### config.mk
export PLATFORM = sky130hd
export DESIGN_NAME = sprite_anim_ctrl
export DESIGN_NICKNAME = d
export VERILOG_FILES = /design/src/rtl/sprite_anim_pkg.sv /design/src/rtl/sprite_addr_gen.sv /design/src/rtl/sprite_anim_ctrl.sv
export SDC_FILE = /design/constraint.sdc
export NUM_CORES = 1
export LEC_CHECK = 0
export CAP_MARGIN = 40
export CORE_ASPECT_RATIO = 1.25
export CORE_MARGIN = 2
export CORE_UTILIZATION = 45
export CTS_CLUSTER_DIAMETER = 80
export DETAILED_ROUTE_END_ITERATION = 7
export PLACE_DENSITY = 0.77
export SYNTH_ARGS = -nofsm -noshare
export SYNTH_HDL_FRONTEND = slang
export SYNTH_HIERARCHICAL = 1
export SYNTH_SLANG_ARGS = --single-unit
### constraint.sdc
create_clock -name vga_clk -period 4.87 [get_ports vga_clk]
set_input_delay 0.487 -clock vga_clk [delete_from_list [all_inputs] [get_ports vga_clk]]
set_output_delay 0.487 -clock vga_clk [all_outputs]
set_load 0.01 [all_outputs]
### src/rtl/sprite_anim_pkg.sv
// Shared types, default geometry/timing constants and address helpers for the
// sprite animation controller (mirroring is enabled by defining SPRITE_MIRROR_EN).
package sprite_anim_pkg;

    typedef enum logic [1:0] {
        S_IDLE = 2'd0,
        S_JUMP = 2'd1,
        S_LAND = 2'd2
    } anim_state_t;

    localparam int unsigned DEF_SPRITE_W    = 64;
    localparam int unsigned DEF_SPRITE_H    = 64;
    localparam int unsigned DEF_NUM_FRAMES  = 4;
    localparam int unsigned DEF_FRAME_TICKS = 6;
    localparam int unsigned DEF_LAND_TICKS  = 8;
    localparam int unsigned DEF_ADDR_W      = 14;

    // Frames are stored back-to-back, so a frame's base is its index shifted
    // past the per-frame pixel bits.
    function automatic logic [31:0] frame_base_addr(input logic [31:0] fidx,
                                                    input int unsigned pix_shift);
        frame_base_addr = fidx << pix_shift;
    endfunction

endpackage

### src/rtl/sprite_addr_gen.sv
// Box test, optional horizontal mirroring (SPRITE_MIRROR_EN) and ROM address
// composition, registered with one cycle of latency.
module sprite_addr_gen
    import sprite_anim_pkg::*;
#(
    parameter int unsigned SPRITE_W   = DEF_SPRITE_W,
    parameter int unsigned SPRITE_H   = DEF_SPRITE_H,
    parameter int unsigned NUM_FRAMES = DEF_NUM_FRAMES,
    parameter int unsigned ADDR_W     = DEF_ADDR_W,
    parameter int unsigned FI_W       = (NUM_FRAMES > 1) ? $clog2(NUM_FRAMES) : 1
) (
    input  logic              vga_clk,
    input  logic              reset_n,
    input  logic              frame_tick,
    input  logic              facing_left,
    input  logic [9:0]        DrawX,
    input  logic [9:0]        DrawY,
    input  logic [9:0]        pos_x,
    input  logic [9:0]        pos_y,
    input  logic [FI_W-1:0]   frame_idx,
    output logic [ADDR_W-1:0] rom_address,
    output logic              sprite_on
);

    localparam int unsigned LX_W = $clog2(SPRITE_W);
    localparam int unsigned LY_W = $clog2(SPRITE_H);

    logic [10:0]       right_s;
    logic [10:0]       bottom_s;
    logic              in_box_s;
    logic [LX_W-1:0]   lx_s;
    logic [LX_W-1:0]   lx_m_s;
    logic [LY_W-1:0]   ly_s;
    logic [31:0]       addr_full_s;
    logic [ADDR_W-1:0] rom_address_q;
    logic              sprite_on_q;

    // 11-bit edges let a sprite hanging off the right/bottom clip rather than wrap
    assign right_s  = {1'b0, pos_x} + 11'(SPRITE_W);
    assign bottom_s = {1'b0, pos_y} + 11'(SPRITE_H);
    assign in_box_s = ({1'b0, DrawX} >= {1'b0, pos_x}) && ({1'b0, DrawX} < right_s) &&
                      ({1'b0, DrawY} >= {1'b0, pos_y}) && ({1'b0, DrawY} < bottom_s);

    assign lx_s = LX_W'(DrawX - pos_x);
    assign ly_s = LY_W'(DrawY - pos_y);

`ifdef SPRITE_MIRROR_EN
    logic mirror_q;

    // Sample the facing direction only at frame boundaries so a frame never flips mid-scan.
    always_ff @(posedge vga_clk or negedge reset_n) begin
        if (!reset_n) begin
            mirror_q <= 1'b0;
        end else if (frame_tick) begin
            mirror_q <= facing_left;
        end else begin
            mirror_q <= mirror_q;
        end
    end

    assign lx_m_s = mirror_q ? (LX_W'(SPRITE_W - 1) - lx_s) : lx_s;
`else
    logic unused_mirror_s;
    assign unused_mirror_s = facing_left ^ frame_tick;
    assign lx_m_s          = lx_s;
`endif

    // Compose {frame, ly, lx}; outside the box only the frame base remains.
    always_comb begin
        addr_full_s = frame_base_addr(32'(frame_idx), LX_W + LY_W);
        if (in_box_s) begin
            addr_full_s = addr_full_s | 32'({ly_s, lx_m_s});
        end else begin
            addr_full_s = addr_full_s;
        end
    end

    // Output register feeding the ROM (which samples on the falling edge).
    always_ff @(posedge vga_clk or negedge reset_n) begin
        if (!reset_n) begin
            rom_address_q <= '0;
            sprite_on_q   <= 1'b0;
        end else begin
            rom_address_q <= addr_full_s[ADDR_W-1:0];
            sprite_on_q   <= in_box_s;
        end
    end

    assign rom_address = rom_address_q;
    assign sprite_on   = sprite_on_q;

endmodule

### src/rtl/sprite_anim_ctrl.sv
// Jump animation sequencer plus sprite ROM address generator; define
// SPRITE_MIRROR_EN to honour facing_left.
module sprite_anim_ctrl
    import sprite_anim_pkg::*;
#(
    parameter int unsigned SPRITE_W    = DEF_SPRITE_W,
    parameter int unsigned SPRITE_H    = DEF_SPRITE_H,
    parameter int unsigned NUM_FRAMES  = DEF_NUM_FRAMES,
    parameter int unsigned FRAME_TICKS = DEF_FRAME_TICKS,
    parameter int unsigned LAND_TICKS  = DEF_LAND_TICKS,
    parameter int unsigned ADDR_W      = DEF_ADDR_W,
    parameter int unsigned FI_W        = (NUM_FRAMES > 1) ? $clog2(NUM_FRAMES) : 1
) (
    input  logic              vga_clk,
    input  logic              reset_n,
    input  logic              frame_tick,
    input  logic              jump_req,
    input  logic [9:0]        DrawX,
    input  logic [9:0]        DrawY,
    input  logic [9:0]        pos_x,
    input  logic [9:0]        pos_y,
    input  logic              facing_left,
    output logic [ADDR_W-1:0] rom_address,
    output logic              sprite_on,
    output logic [FI_W-1:0]   frame_idx,
    output logic              busy
);

    localparam int unsigned MAX_TICKS = (FRAME_TICKS > LAND_TICKS) ? FRAME_TICKS : LAND_TICKS;
    localparam int unsigned TC_W      = (MAX_TICKS > 1) ? $clog2(MAX_TICKS) : 1;

    anim_state_t     state_q;
    logic [FI_W-1:0] frame_idx_q;
    logic [TC_W-1:0] tick_cnt_q;
    logic            busy_q;

    // Animation FSM; every change is gated by frame_tick so displayed frames never tear.
    always_ff @(posedge vga_clk or negedge reset_n) begin
        if (!reset_n) begin
            state_q     <= S_IDLE;
            frame_idx_q <= '0;
            tick_cnt_q  <= '0;
            busy_q      <= 1'b0;
        end else if (frame_tick) begin
            case (state_q)
                S_IDLE: begin
                    tick_cnt_q <= '0;
                    if (jump_req) begin
                        state_q     <= S_JUMP;
                        frame_idx_q <= FI_W'(1);
                        busy_q      <= 1'b1;
                    end else begin
                        frame_idx_q <= '0;
                        busy_q      <= 1'b0;
                    end
                end
                S_JUMP: begin
                    if (tick_cnt_q == TC_W'(FRAME_TICKS - 1)) begin
                        tick_cnt_q <= '0;
                        if (frame_idx_q < FI_W'(NUM_FRAMES - 1)) begin
                            frame_idx_q <= frame_idx_q + FI_W'(1);
                        end else begin
                            state_q <= S_LAND;
                        end
                    end else begin
                        tick_cnt_q <= tick_cnt_q + TC_W'(1);
                    end
                end
                S_LAND: begin
                    if (tick_cnt_q == TC_W'(LAND_TICKS - 1)) begin
                        state_q     <= S_IDLE;
                        frame_idx_q <= '0;
                        tick_cnt_q  <= '0;
                        busy_q      <= 1'b0;
                    end else begin
                        tick_cnt_q <= tick_cnt_q + TC_W'(1);
                    end
                end
                default: begin
                    state_q     <= S_IDLE;
                    frame_idx_q <= '0;
                    tick_cnt_q  <= '0;
                    busy_q      <= 1'b0;
                end
            endcase
        end else begin
            state_q <= state_q;
        end
    end

    assign frame_idx = frame_idx_q;
    assign busy      = busy_q;

    sprite_addr_gen #(
        .SPRITE_W   (SPRITE_W),
        .SPRITE_H   (SPRITE_H),
        .NUM_FRAMES (NUM_FRAMES),
        .ADDR_W     (ADDR_W),
        .FI_W       (FI_W)
    ) u_addr_gen (
        .vga_clk     (vga_clk),
        .reset_n     (reset_n),
        .frame_tick  (frame_tick),
        .facing_left (facing_left),
        .DrawX       (DrawX),
        .DrawY       (DrawY),
        .pos_x       (pos_x),
        .pos_y       (pos_y),
        .frame_idx   (frame_idx_q),
        .rom_address (rom_address),
        .sprite_on   (sprite_on)
    );

endmodule

---- Yosys cells after proc, flatten, opt, wreduce, memory -nomap -nowiden ----
Cells that the tools add are included.
W data, S select, Z words.
cells by class
  bitwise logic cells ..................... 2
  equal/unequal tests ..................... 9
  reduce and logical (&&, ||, !) cells .... 7
  multiplexer cells ....................... 16
  $lt $le $gt $ge ......................... 5
  $add $sub $neg .......................... 6
operator list
  kind                     count
  $add A10 B7 Y11 const B  2
  $lt A10 B11 Y1           2
  $ge A10 B10 Y1           2
  $mux W14                 1
  $or A14 B12 Y14          1
  $mux W2                  6
  $pmux W2 S3              2
  $sub A6 B6 Y6            2
  $ne A2 B2 Y1 const B     5
  $eq A3 B3 Y1 const B     2
  $mux W3                  2
  $pmux W3 S2              1
  $reduce_and A5 Y1        1
  $reduce_and A4 Y1        1
  $add A3 B1 Y3 const B    1
  $logic_and A1 B1 Y1      3
  $mux W1                  3
  $pmux W1 S3              1
  $reduce_and A3 Y1        1
  $add A2 B1 Y2 const B    1
  $eq A2 B1 Y1 const B     1
  $eq A2 B2 Y1 const B     1
  $logic_not A2 Y1         1
  $lt A2 B2 Y1 const B     1
  $not A1 Y1               1
storage, ports and cells
  output and inout bits ................... 18
  bits of input ports ..................... 45
  word-level logic and storage cells ...... 51
  bits in registers ....................... 23

---- Longest topological paths before layout ----
Gate-level depths: netlist (run 1).
  word-level depth ........................ 6
  gate-level depth with buffers ........... 10
  depth with buffers taken out ............ 9

---- Hierarchy ----
Netlist (run 1), hierarchy kept.
modules (own cells, without submodules)
  module            area an instance (um^2)  seq. area each (um^2)  times used  cells each
  sprite_addr_gen   1490.2                   375.4                  1           168
  sprite_anim_ctrl  584.3                    200.2                  1           56

---- Worst setup path before layout (run 1) ----
OpenSTA, ideal clock, no wires.
  path type ............................... in2reg
  start point ............................. input pos_y[6]
  end point ............................... register u_addr_gen.rom_address_q[9] (netlist: u_addr_gen/rom_address[9])
  path slack .............................. 2285 ps
  stages .................................. 9
  setup time .............................. 95 ps
  data required time ...................... 4775 ps
  data arrival time ....................... 2491 ps
  path buffers ............................ 1
  cell sequence ........................... ha_1 > xnor2_1 > ha_1 > a21o_1 > a21o_1 > a32o_1 > or4_4 > buf_6 > nor4_4
between the ends
  word-level cells in the longest chain between the ends .. 4
  elaborated cells between the ends (all ways) .. 6
  classes of those cells .................. add/sub: 1; order compare: 2; mux: 1; reduce/logical: 2
ends and longest elaborated chain
  element                                                       RTL line                                      RTL
  start, declared                                               sprite_anim_ctrl.sv:21                        input logic [9:0] pos_y,
  $add A10 B7 Y11 / $ge A10 B10 Y1 (equally long branches)      sprite_addr_gen.sv:40, sprite_addr_gen.sv:42
  $lt A10 B11 Y1 / $logic_and A1 B1 Y1 (equally long branches)  sprite_addr_gen.sv:42, sprite_addr_gen.sv:41
  $logic_and A1 B1 Y1 *                                         sprite_addr_gen.sv:42                         ({1'b0, DrawY} >= {1'b0, pos_y}) && ({1'b0, DrawY} < bottom_s);
  $mux W14 *                                                    sprite_addr_gen.sv:71                         if (in_box_s) begin
  via u_addr_gen.addr_full_s[9]                                 sprite_addr_gen.sv:34                         logic [31:0] addr_full_s;
  end signal, assigned                                          sprite_addr_gen.sv:84                         rom_address_q <= addr_full_s[ADDR_W-1:0];
  end, declared                                                 sprite_addr_gen.sv:35                         logic [ADDR_W-1:0] rom_address_q;
The timed path passes the listed nets; every way through them passes the cells marked *.
A chain may end at the register's enable or synchronous reset.

---- Worst setup path after layout (run 1) ----
  start point ............................. input pos_y[6]
  end point ............................... register u_addr_gen.rom_address_q[5] (netlist: u_addr_gen/rom_address[5])
Same word-level chain as after synthesis.

==> results of run 1 <==
[metal layers]
layer  vias up  routed length [µm]
li1        930                   -
met1       857                1750
met2        52                2220
met3         5                 191
met4         0                  48
met5         -                   0
[cells in the mapped netlist (4+ instances only)]
library cell and number:
sky130_fd_sc_hd__ha_1 40, sky130_fd_sc_hd__inv_1 37, sky130_fd_sc_hd__nor2_1 9, sky130_fd_sc_hd__o21ai_0 11, sky130_fd_sc_hd__xnor2_1 7, sky130_fd_sc_hd__nor3_1 8, sky130_fd_sc_hd__a21oi_1 13, sky130_fd_sc_hd__dfrtp_1 23
sky130_fd_sc_hd__nand3_1 12, sky130_fd_sc_hd__nand4_1 5, sky130_fd_sc_hd__a21o_1 4, sky130_fd_sc_hd__nand2_1 7
[cell type report]
type                       instances  area [µm²]  share of cell area [%]
clock buffer                       4        45.0                    1.61
inverter                          37         139                    4.96
multi-input combinational        162        1340                    48.0
sequential                        23         576                    20.5
tap                               58        72.6                    2.59
timing repair buffer              62         626                    22.3
[stage by stage]
stage                     hold WS [ps]  util [%]
final                              458      63.3
after global routing               487      63.3
after CTS                          468      63.3
after detailed placement           451      62.3
after global placement             442      61.9
after floorplan                    191         -
[registers in the layout, indices dropped and copies added, names as in the netlist]
register / flops
u_addr_gen/rom_address: 14
tick_cnt_q: 3
frame_idx: 2
state_q: 2
busy: 1
u_addr_gen/sprite_on: 1
[logic make-up (layout without fill, tap and decap cells)]
| family | Yosys count | in the layout |
|---|---|---|
| AND/OR/NAND/NOR | 57 | 57 |
| AO/OA/AOI/OAI | 54 | 54 |
| adder cells (fa/ha/maj) | 42 | 42 |
| buffers and inverters | 39 | 103 |
| flip-flops | 23 | 23 |
| XOR/XNOR | 8 | 8 |
| multiplexers | 1 | 1 |
[how the worst max path moves through the flow]
| stage | to | slack [ps] | cells after the start |
|---|---|---|---|
| 4_1_cts | u_addr_gen/rom_address[5] | 1900 | 9 |
| 3_5_place_dp | u_addr_gen/rom_address[5] | 1650 | 9 |
| 5_1_grt | u_addr_gen/rom_address[5] | 1670 | 8 |
| 6_report | u_addr_gen/rom_address[5] | 1900 | 9 |
| 3_3_place_gp | u_addr_gen/rom_address[5] | 1680 | 9 |
| 2_1_floorplan | u_addr_gen/rom_address[9] | 2280 | 9 |
[report_power, final]
part           leakage [nW]  internal, W  switching, W  total, W
clock network        0.0228    0.0000584     0.0000555  0.000114
registers             0.310     0.000221     0.0000225  0.000244
logic                 0.977     0.000189      0.000189  0.000378
total                  1.31     0.000469      0.000267  0.000736
==> run summary, run 1 <==
The synthesized-area fraction occupied by ao, oa, aoi and oai cells is 17.8%. The post-cts repair resize count is 0. The post-synthesis simple-gate area fraction came out at 16.8%. The met3 capacity usage during global routing came out at 2.12%. The net count after synthesis is 311. The number of synthesis warnings is 6. The reg2reg setup slack is 3160 ps.

Tracing the worst setup path back leads to its startpoint at pos_y[6]. By area, the combinational part of the netlist is dominated by adder cells. In the routed layout, each cell is associated on average with a via count of 5.33. For met1 alone, demand over resource in global routing was 21.1%. The leakage power came out at 1.31 nW.

Summing over every cut layer, the via total after detailed routing is 1,844. In this run the number of H-tree levels came out at 1. Timing analysis after detailed placement gives a worst setup slack of 1650 ps. The final clock skew is 1.63 ps. The path with the worst hold slack has its endpoint at u_addr_gen/rom_address[13]. The count of flip-flops with a built-in enable after synthesis is 0. At the end of routability-driven placement, the weighted congestion stood at 0.817. The worst register-to-register path ends at state_q[0]. The setup slack after layout is 1900 ps.

The die area came out at 0.00517 mm². The first global-routing pass estimated 7430 µm of wire. Traced cell by cell, the critical path runs through clkdlybuf4s50_1 -> ha_1 -> xnor2_1 -> ha_1 -> a21o_1 -> a21o_1 -> a32o_1 -> or4_4 -> a2111oi_0. The power density over cell area came out at 263 mW/mm². The horizontal extent of the die is 64.7 µm.

In the routed design, unresolved DRC markers number 0. The quantity of I/O buffers inserted on ports is 61. The transition time at the pin with the least slew margin is 554 ps. The flow ran to the end, and the final reports show no timing, DRC or antenna violations.

The data required time at the worst endpoint came out at 5000 ps. Setup repair after global routing left no endpoint under its margin. The maximum number of pins on one net before global-route repair is 14.

After the first detailed-routing iteration, the DRC count stood at 79. Summing all placed instances gives a cell area of 0.00276 mm². The tightest slew margin relative to the limit came out at 62.6%. The share of the synthesized netlist area taken by xor and xnor gates is 3.38%. The largest individual stage delay along the critical path comes from the cell sky130_fd_sc_hd__or4_4. The top-level I/O count came out at 63.

The count of endpoints failing hold in the final timing report came out at 0. The aggregate global routing overflow came out at 0. The setup-violating endpoint count in the final report came out at 0. The worst setup path is launched from a primary input.

The worst flop-to-flop path startpoint is state_q[0]. Derived from the worst setup path, the maximum achievable clock frequency is 337 MHz. Leaving out filler cells and counting taps, the final layout contains 346.

In this run the vertical extent of the chip is 79.9 µm. The type of the most critical hold path is flop to flop. The area of the core is 0.00443 mm². The CTS buffer count is 3. The library cell used most frequently in the layout, excluding fill and tap cells, is sky130_fd_sc_hd__clkdlybuf4s50_1.

The top cell type's share of synthesized area is 27.7%. The initial utilization of the core area, before any placement, comes to 46.9%. The instance count of the mapped netlist is 224.

The setup path with the least slack is of type primary input to flop. The register clock-pin slew on the reported worst setup and hold paths is 70 ps. The buffer count from post-CTS setup fixing is 0. The library cells used most frequently in the layout, excluding fill and tap cells, are sky130_fd_sc_hd__clkdlybuf4s50_1 (61), sky130_fd_sc_hd__ha_1 (40), sky130_fd_sc_hd__inv_1 (37). Among all flip-flop cells after synthesis, the most frequent one is sky130_fd_sc_hd__dfrtp_1. The root buffer cell chosen for the clock tree is sky130_fd_sc_hd__clkbuf_8. The mean instance size in the synthesized netlist is 9.26 µm². The hold-critical path depth is 0. The source-to-sink clock delay at the later pin of the worst-skew pair is 260 ps. The ratio of final minimum period to clock period came out at 61.0%. The filler cells instantiated in the layout total 390.

The netlist uses 50 different library cells. The mux contribution to synthesized area came out at 0.724%. The post-DP HPWL is 3690 µm. In this run the worst path has a maximum fanout of 13. The endpoint arrival time on the critical path came out at 3100 ps. Max-cap violations in this run came to 0. The wire length reported by the detailed router is 4210 µm. In this run, synthesis produced a sequential element count of 23.

The number of placed instances, taps included is 342. Of the total synthesized cell area, the portion taken by full adders, half adders and majority gates is 26.1%. In the global route stage, met2 resource usage came out at 33.0%. The top cell family by delay on the critical path is compound AO/OA/AOI/OAI gates.

The cell area after technology mapping is 0.00207 mm². The number of diodes came out at 0. The layout overhead on the synthesized area came out at 35.0%. The longest clock path from root to sink contains 2 buffers. In this run the core area contains 27 standard-cell rows. Counting every sink on the clock net gives 23. The final period demand of the worst path is 2970 ps.

For this run, the total global-route usage over all layers was measured as 17.7%. The number of global-route vias before repair came to 1,781. Yosys attributes the largest share of cell area to sky130_fd_sc_hd__dfrtp_1 (28%), sky130_fd_sc_hd__ha_1 (24%), sky130_fd_sc_hd__inv_1 (6.7%). The worst register-to-register path has a depth of 6.

IR analysis of the VDD net gives a maximum drop of 0.138 mV. The count of hold buffers inserted by post-cts repair came out at 0. The share of final-layout standard cells stronger than drive strength 1 is 5.21%. Of all cell types, the one taking the most synthesized area is sky130_fd_sc_hd__dfrtp_1. The max-slew violation count came out at 0. The residual antenna-violating net count after detailed routing is 0. The first detailed-routing pass ran for 4 iterations. The post-synthesis sequential area ratio is 27.7%.

The startpoint identified for the worst hold timing path is frame_idx[1]. The final routed wire length divided by cell count came out at 12.2 µm. The worst stage delay on the critical path came out at 590 ps. The sum of negative setup slack is 0 ps.

The number of antenna violations at the first check in global routing came out at 0. After layout, the design draws a total of 0.000736 W. TritonCTS built the clock tree.

The busiest metal layer after global routing is met2. In the synthesized netlist the async set-or-reset flop fraction comes to 100%. The number of buffers and inverters on the critical path is 1.

The summed area of non-filler cells in the final layout came out at 0.00280 mm². The count of nets after finishing came out at 376. The worst setup path is captured at a flop.
No activity file was read; power rests on OpenSTA's default activity.
==> inputs of run 2 (changes only) <==
--- a/config.mk
+++ b/config.mk
@@ -8,7 +8,7 @@
 export CAP_MARGIN = 40
 export CORE_ASPECT_RATIO = 1.25
 export CORE_MARGIN = 2
-export CORE_UTILIZATION = 45
+export CORE_UTILIZATION = 43
 export CTS_CLUSTER_DIAMETER = 80
 export DETAILED_ROUTE_END_ITERATION = 7
 export PLACE_DENSITY = 0.77
==> constraint.sdc (replaced) <==
create_clock -name vga_clk -period 2.63 [get_ports vga_clk]
set_input_delay 0.263 -clock vga_clk [delete_from_list [all_inputs] [get_ports vga_clk]]
set_output_delay 0.263 -clock vga_clk [all_outputs]
set_load 0.01 [all_outputs]
==> run summary, run 2 (same netlist as run 1, synthesis figures left out) <==
The register with the most flip-flops in the layout has 14 of them. The tightest slew margin relative to the limit is 69.5%. The type of element launching the critical path is a primary input. The ratio of final minimum period to clock period came out at 96.6%.

The internal power of the cells totals 0.000908 W. For the worst flop-to-flop path, the logic depth is 6. The quantity of I/O buffers inserted on ports came out at 61. The cell area after placement is 0.00293 mm². The run finished with clean final reports.

After clock tree synthesis, the clock-pin slew on the worst setup and hold paths is 80 ps. The utilization after layout is 64.5%. Adding up every negative setup slack in the final design gives 0 ps. The starting density of the core is 44.2%.

The clock period could shrink to 2540 ps. The first global-routing pass estimated 7710 µm of wire. IR analysis of the VDD net gives a maximum drop of 0.289 mV. The horizontal extent of the die is 66.1 µm.

Entering global routing, the biggest net connects 24 pins. Leaving out fill and tap cells, the most frequent cell in the layout is sky130_fd_sc_hd__clkdlybuf4s50_1. The switching power summed over all nets came out at 0.000524 W.

The total number of vias is 1,924. The CTS buffer count came out at 3. The setup-violating endpoint count in the final report came out at 0. The leakage power came out at 1.44 nW. The residual antenna-violating net count after detailed routing is 0. The transition time at the pin with the least slew margin came out at 451 ps.

The initial DRC count is 84. The cell sitting at the root of the clock tree is a sky130_fd_sc_hd__clkbuf_8. In the final layout, the share of cells above drive strength 1 is 15.4%.

The source-to-sink clock delay at the later pin of the worst-skew pair came out at 260 ps. The number of antenna violations at the first check in global routing came out at 0. The layout overhead on the synthesized area is 46.0%.

The post-place setup slack came out at -266 ps. The number of sinks on the clock net came out at 23. The endpoint arrival time on the critical path came out at 2690 ps. The path class of the tightest hold or removal check is primary input to async pin. Summing all non-filler instances in the final layout gives an area of 0.00303 mm². Between clock sinks in the finished design, the worst skew comes to 4.63 ps. The setup slack after layout is 90.3 ps. The count of endpoints failing hold in the final timing report came out at 0.

The floorplan has 28 rows. Setup repair after global routing could not meet its margin everywhere. In this run, placement finished with an instance count of 368. TritonCTS built the clock tree.

The final routed wire length divided by cell count came out at 12.5 µm. Tracing the worst setup path back leads to its startpoint at pos_y[6]. The clock passes through at most 2 buffers.

The die area is 0.00540 mm². The routed design has 4660 µm of wire. Following the worst setup path forward leads to its endpoint at u_addr_gen/rom_address[3]. The clock network fraction of total power came out at 15.1%. The number of global-route vias before repair came out at 1,886. The finished layout holds 372 standard cells, fillers aside.

The routability congestion estimate from global placement came out at 0.773. The area of the core is 0.00469 mm². In the layout the commonest cells are sky130_fd_sc_hd__clkdlybuf4s50_1 (61), sky130_fd_sc_hd__ha_1 (39), sky130_fd_sc_hd__inv_1 (37). Of the total power, the share spent switching nets is 36.6%. The power density over cell area is 473 mW/mm². In the final design database the tool counted 400 nets.

The capturing element type of the critical path is a flop. The height of the chip came out at 81.7 µm. The aggregate global routing overflow came out at 0. The deepest level of the CTS H-tree is 1. For the worst setup path, the data required time is 2780 ps. The number of vias per cell after detailed routing came out at 5.17. The share of total power dissipated in combinational logic is 53.5%.

The critical path start-end classification is primary input to flop. The endpoint identified for the worst register-to-register timing path is state_q[0]. For this run, design rule violations remaining after detail routing come to 0. The total routing usage reported by global routing came out at 17.8%.

Buffers added to address setup during post-CTS repair amount to 0. The top-level I/O count came out at 63. The number of detailed-routing iterations run before antenna repair is 4. The max-slew violation count was 0.

The maximum fanout along the worst path came out at 7. The reg2reg setup slack came out at 920 ps. Per report_power, the sequential group accounts for 31.4% of the total. The worst flop-to-flop path startpoint is state_q[0].

The fmax came out at 394 MHz. The count of hold buffers inserted by post-cts repair came out at 0. The number of diodes came out at 0. The number of maximum-capacitance violations came out at 0. The post-DP HPWL is 3990 µm.
==> run 2: worst min-delay path by stage <==
| stage | from | to | depth (start not counted) |
|---|---|---|---|
| final | reset_n | busy | 2 |
| after global routing | reset_n | u_addr_gen/rom_address[3] | 2 |
| after CTS | reset_n | u_addr_gen/rom_address[12] | 2 |
| after detailed placement | frame_idx[1] | u_addr_gen/rom_address[13] | 0 |
| after global placement | frame_idx[1] | u_addr_gen/rom_address[13] | 0 |
| after floorplan | reset_n | busy | 0 |
==> run 2: area by class of cell <==
cell class / instances / area (µm²)
clock buffers: 3 / 41.3
clock inverters: 1 / 5.00
fillers: 426 / 1670
inverters: 37 / 139
multi-input cells: 162 / 1400
flip-flops and latches: 23 / 576
well taps: 60 / 75.1
repair buffers: 86 / 798
==> run 2: routing by layer <==
metal / track usage, % / wire length (µm) / vias to the layer above
met5: 0 / 0 / -
met2: 35.8 / 2610 / 43
met3: 1.92 / 158 / 5
met1: 19.9 / 1850 / 900
li1: - / - / 976
met4: 3.27 / 40 / 0
==> run 2: per-stage QoR <==
| stage | power [W] | hold WS [ps] |
|---|---|---|
| 6_report | 0.00143 | 353 |
| 3_5_place_dp | 0.00121 | 450 |
| 3_3_place_gp | 0.00118 | 441 |
| 5_1_grt | 0.00155 | 388 |
| 4_1_cts | 0.00143 | 374 |
| 2_1_floorplan | 0.000908 | -32.6 |
==> run 2: power by group through the flow <==
stage / combinational, W / sequential, W / clock (W)
global route: 0.000854 / 0.000459 / 0.000233
finish: 0.000766 / 0.000450 / 0.000216
CTS: 0.000755 / 0.000451 / 0.000220
floorplan: 0.000444 / 0.000464 / 0
detailed placement: 0.000748 / 0.000458 / 0
global placement: 0.000723 / 0.000453 / 0
==> run 2: what timing repair did <==
item,in CTS,in global routing
endpoints found under the hold margin,0,0
endpoints found under the setup margin,1,9
resized for setup,0,10
pin swaps,1,0
gates cloned,0,0
==> run 2: critical path, cell delays in order <==
cell and delay (ps):
sky130_fd_sc_hd__clkdlybuf4s50_1 430, sky130_fd_sc_hd__ha_2 220, sky130_fd_sc_hd__xnor2_2 130, sky130_fd_sc_hd__ha_1 300, sky130_fd_sc_hd__a21o_1 170, sky130_fd_sc_hd__a21o_1 170
sky130_fd_sc_hd__a32o_1 200, sky130_fd_sc_hd__or4_4 480, sky130_fd_sc_hd__nor4_1 330
==> edit 1: new RTL, flow settings as in run 2 <==
The package constant `DEF_FRAME_TICKS` goes from 6 to 3.
--- a/src/rtl/sprite_anim_pkg.sv
+++ b/src/rtl/sprite_anim_pkg.sv
@@ -11,7 +11,7 @@
     localparam int unsigned DEF_SPRITE_W    = 64;
     localparam int unsigned DEF_SPRITE_H    = 64;
     localparam int unsigned DEF_NUM_FRAMES  = 4;
-    localparam int unsigned DEF_FRAME_TICKS = 6;
+    localparam int unsigned DEF_FRAME_TICKS = 3;
     localparam int unsigned DEF_LAND_TICKS  = 8;
     localparam int unsigned DEF_ADDR_W      = 14;
 
Formal check against the unedited RTL: not equivalent (a bounded check fails within 10 cycles, from zero or initial values and one cycle with reset_n low).
==> edit 1 against run 2 <==
- worst setup slack worse by 25 ps
- non-clock buffer count up 2
- combinational power down 2%
- register-to-register slack better by 30 ps
- first-iteration DRC count down 67%
- cell area down 0.21%
- synthesized area up 0.60%
- clock skew down 3.4 ps
- sequential cell count unchanged
- routed wire length down 3.2%
- total power down 1.7%
- critical path type unchanged
==> edit 1: results (changes against run 2) <==
Setup path
  – Worst reg-to-reg setup slack: 950 ps (+30 ps)
  – Crit path DAT: 2740 ps (+50 ps)

Synthesis
  – Mux cell area share after synthesis: 0.540% (-0.18 points)
  – Cell variety after synth: 47 (-6.0%)
  – Compound-cell area share of the yosys netlist: 17.1% (-0.71 points)
  – Synth top cells by count: 40 x ha_1, 36 x inv_1, 23 x dfrtp_1
  – Syn Area/Cell: 9.28 sq um (+0.16%)
  – Mapped Nets: 312 (+0.32%)

Drt
  – Met1 wire length: 1740 um (-6.2%)
  – Final wirelength: 4510 um (-3.2%)
  – Met3 wire length: 159 um (+0.63%)
  – Routed met2 length: 2550 um (-2.5%)
  – Via density: 5.20 (+0.46%)

Power
  – Power, Total: 1.41 mW (-1.7%)
  – Max VDD drop: 0.000195 V (-33%)
  – Pint: 0.906 mW (-0.20%)
  – Clk power: 0.212 mW (-2%)
  – P_leak: 1.42 nW (-1.5%)

Finish
  – Layout fillers: 435 (+2.1%)
  – Fraction of final layout cells sized beyond drive strength 1: 15.3% (-0.049 points)
  – Finished Layout Cells: 373 (+0.27%)
  – NumNets Final: 401 (+0.25%)

Global route
  – Overall routing resource usage: 17.6% (-0.24 points)
  – Antenna violations before repair: 0 (unchanged)
  – First-pass GRT wire length: 7530 um (-2.3%)
  – Number of global-route vias before repair: 1,856 (-1.6%)

Run status
  – Status: completed

Place
  – Pre-CTS worst setup slack: -241 ps (+25.0 ps)
  – Gpl congestion: 0.797 (+3.2%)
  – Placed wire-length estimate: 3950 um (-1.0%)

Timing
  – Clock Skew: 1.23 ps (-3.40 ps)
  – Worst hold slack: 363 ps (+9.60 ps)
-- edit 1: kinds of logic (layout without fill, tap and decap cells) --
kind of cell | Yosys count | after routing
AND/OR/NAND/NOR | 58 | 58
AO/OA/AOI/OAI | 53 | 53
adder cells (fa/ha/maj) | 42 | 42
buffers and inverters | 40 | 128
flip-flops | 23 | 23
XOR/XNOR | 8 | 8
multiplexers | 1 | 1
-- edit 1: worst max-delay path by stage --
stage,start,end,slack [ps]
5_1_grt,pos_y[6],u_addr_gen/rom_address[8]$_DFF_PN0_,-10
3_3_place_gp,pos_y[6],u_addr_gen/rom_address[10]$_DFF_PN0_,-190
2_1_floorplan,pos_y[6],u_addr_gen/rom_address[9]$_DFF_PN0_,270
3_5_place_dp,pos_y[6],u_addr_gen/rom_address[3]$_DFF_PN0_,-240
4_1_cts,pos_y[6],u_addr_gen/rom_address[5]$_DFF_PN0_,30
6_report,pos_y[6],u_addr_gen/rom_address[8]$_DFF_PN0_,70
-- edit 1: layer usage --
metal  track usage (%)  vias up
met5                 0        -
met4              5.31        0
met3              1.64        9
met2              37.3       53
met1              17.3      899
li1                  -      977
-- edit 1: per-stage QoR --
step	area, sq um	util (%)
2_1_floorplan	2090	-
3_3_place_gp	2930	62.4
3_5_place_dp	2930	62.4
4_1_cts	2970	63.4
5_1_grt	3020	64.4
6_report	3020	64.4
-- edit 1: critical path: stages --
cell	delay, ps
clkdlybuf4s50_1	420
ha_1	240
xnor2_1	130
ha_1	300
a21o_1	160
a21o_1	170
a32o_1	200
or4_4	490
buf_4	190
nor3_2	180
-- edit 1: cell type report --
cell class,count,area (sq um),share of cell area (%)
multi-input combinational,162,1380,45.6
timing repair buffer,88,813,26.9
sequential,23,576,19.0
inverter,36,135,4.47
tap,60,75.1,2.48
clock buffer,4,45.0,1.49
==> edit 2: new RTL, flow settings as in run 2 <==
Made on the original files. Take the reset off `rom_address_q` and load it in a clocked block of its own.
--- a/src/rtl/sprite_addr_gen.sv
+++ b/src/rtl/sprite_addr_gen.sv
@@ -78,12 +78,14 @@
     // Output register feeding the ROM (which samples on the falling edge).
     always_ff @(posedge vga_clk or negedge reset_n) begin
         if (!reset_n) begin
-            rom_address_q <= '0;
             sprite_on_q   <= 1'b0;
         end else begin
-            rom_address_q <= addr_full_s[ADDR_W-1:0];
             sprite_on_q   <= in_box_s;
         end
+    end
+
+    always_ff @(posedge vga_clk) begin
+        rom_address_q <= addr_full_s[ADDR_W-1:0];
     end
 
     assign rom_address = rom_address_q;
Function: changed (a bounded check fails within 4 cycles, from zero or initial values and one cycle with reset_n low).
==> edit 2 against run 2 <==
- cell area fell by 7.0%
- non-clock buffer count is 20 lower
- sequential cell count is the same
- sequential power about the same
- routed wire length shrank 12%
- total power down 3.9%
- worst setup slack better by 160 ps
- synthesized area down 0.97%
- largest power group unchanged
- highest routed layer unchanged
==> edit 2: results (changes against run 2) <==
Drt
  – Final wirelength: 4080 um (-12%)
  – Iteration-0 DRC Markers: 30 (-64%)
  – Via count: 1,801 (-6.4%)
  – Met1 wire length: 1680 um (-9.2%)

Place
  – Gpl congestion: 0.827 (+7.1%)

Finish
  – Fraction of area in multi-input gates: 48.9% (+2.8 points)
  – Fraction of final layout cells sized beyond drive strength 1: 7.48% (-7.9 points)
  – Clk tree area frac: 1.60% (+0.071 points)
  – Clock buffer cells: 4 (+1)
  – Signal inverters: 41 (+11%)
  – Sequential share of cell area: 17.9% (-1.1 points)
  – NumNets Final: 382 (-4.5%)
  – Comb_multi_in: 160 (-1.2%)

Power
  – P_leak: 1.30 nW (-9.7%)
  – Max VDD drop: 0.000274 V (-5.2%)

Setup path
  – CP max-delay cell: clkdlybuf4s50_1
  – Worst reg-to-reg setup slack: 970 ps (+50 ps)
  – CP Max Fanout: 6 (-1)
  – CP max stage delay: 440 ps (-40 ps)
  – Crit path DAT: 2550 ps (-140 ps)
  – Crit path to: u_addr_gen/rom_address[2]$_SDFF_PN0_

Timing
  – Clock Skew: 2.24 ps (-2.39 ps)
  – Least-Margin Pin Slew: 515 ps (+64.2 ps)

Synthesis
  – Synth top cells by count: 41 x inv_1, 40 x ha_1, 15 x a21oi_1
  – Mapped Nets: 313 (+0.64%)
  – Ys flop type: dfxtp_1

Floorplanning
  – Die W: 65.8 um (-0.45%)

Global route
  – Number of global-route vias before repair: 1,665 (-12%)
  – Met1 Use GR: 18.7% (-1.3 points)
  – First-pass GRT wire length: 6890 um (-11%)
  – Overall routing resource usage: 16.3% (-1.5 points)
  – Grt met2 use: 31.7% (-4.1 points)

Run status
  – Status: completed
==> edit 2: cell types whose count changed after synthesis, moves of 3 or more <==
cell,delta
dfrtp_1,-14
dfxtp_1,+14
o21ai_0,-3
nand2b_1,+3
nand2_1,-4
a2111oi_0,-3
inv_1,+4
a21o_1,+4
==> edit 2: stage by stage <==
step / setup TNS [ps] / total power [mW] / hold slack (ps) / cells / worst slack (ps)
floorplan: 0 / 0.924 / -32.6 / 226 / 579
global placement: 0 / 1.16 / 440 / 350 / 51.8
detailed placement: -28.0 / 1.19 / 441 / 350 / -25.6
CTS: 0 / 1.39 / 334 / 354 / 243
global route: 0 / 1.50 / 354 / 354 / 97.1
finish: 0 / 1.38 / 317 / 354 / 250
==> edit 2: cells by family after synthesis <==
family,after synthesis
compound gates,55
xor+xnor,8
fa+ha+maj,42
buf+inv,43
flops,23
mux,1
simple gates,54
==> edit 2: how the worst min path moves through the flow <==
stage / start / depth (start not counted) / slack [ps] / end
after CTS: reset_n / 1 / 330 / busy$_DFFE_PN0P_
final: reset_n / 1 / 320 / busy$_DFFE_PN0P_
after floorplan: reset_n / 0 / -30 / busy$_DFFE_PN0P_
after detailed placement: frame_idx[1]$_DFFE_PN0P_ / 0 / 440 / u_addr_gen/rom_address[13]$_DFF_P_
after global placement: frame_idx[0]$_DFFE_PN0P_ / 0 / 440 / u_addr_gen/rom_address[12]$_DFF_P_
after global routing: reset_n / 1 / 350 / busy$_DFFE_PN0P_
==> edit 2: report_power, final <==
part / internal, mW / leakage, nW / switching [mW]
clock: 0.108 / 0.0228 / 0.0961
combinational: 0.372 / 1.05 / 0.352
sequential: 0.410 / 0.232 / 0.0390
==> edit 2: critical path: cells and delay by family <==
family,cells,cell delay (ps)
buf+inv,2,660
compound gates,3,540
fa+ha+maj,2,530
simple gates,2,420
xor+xnor,1,130
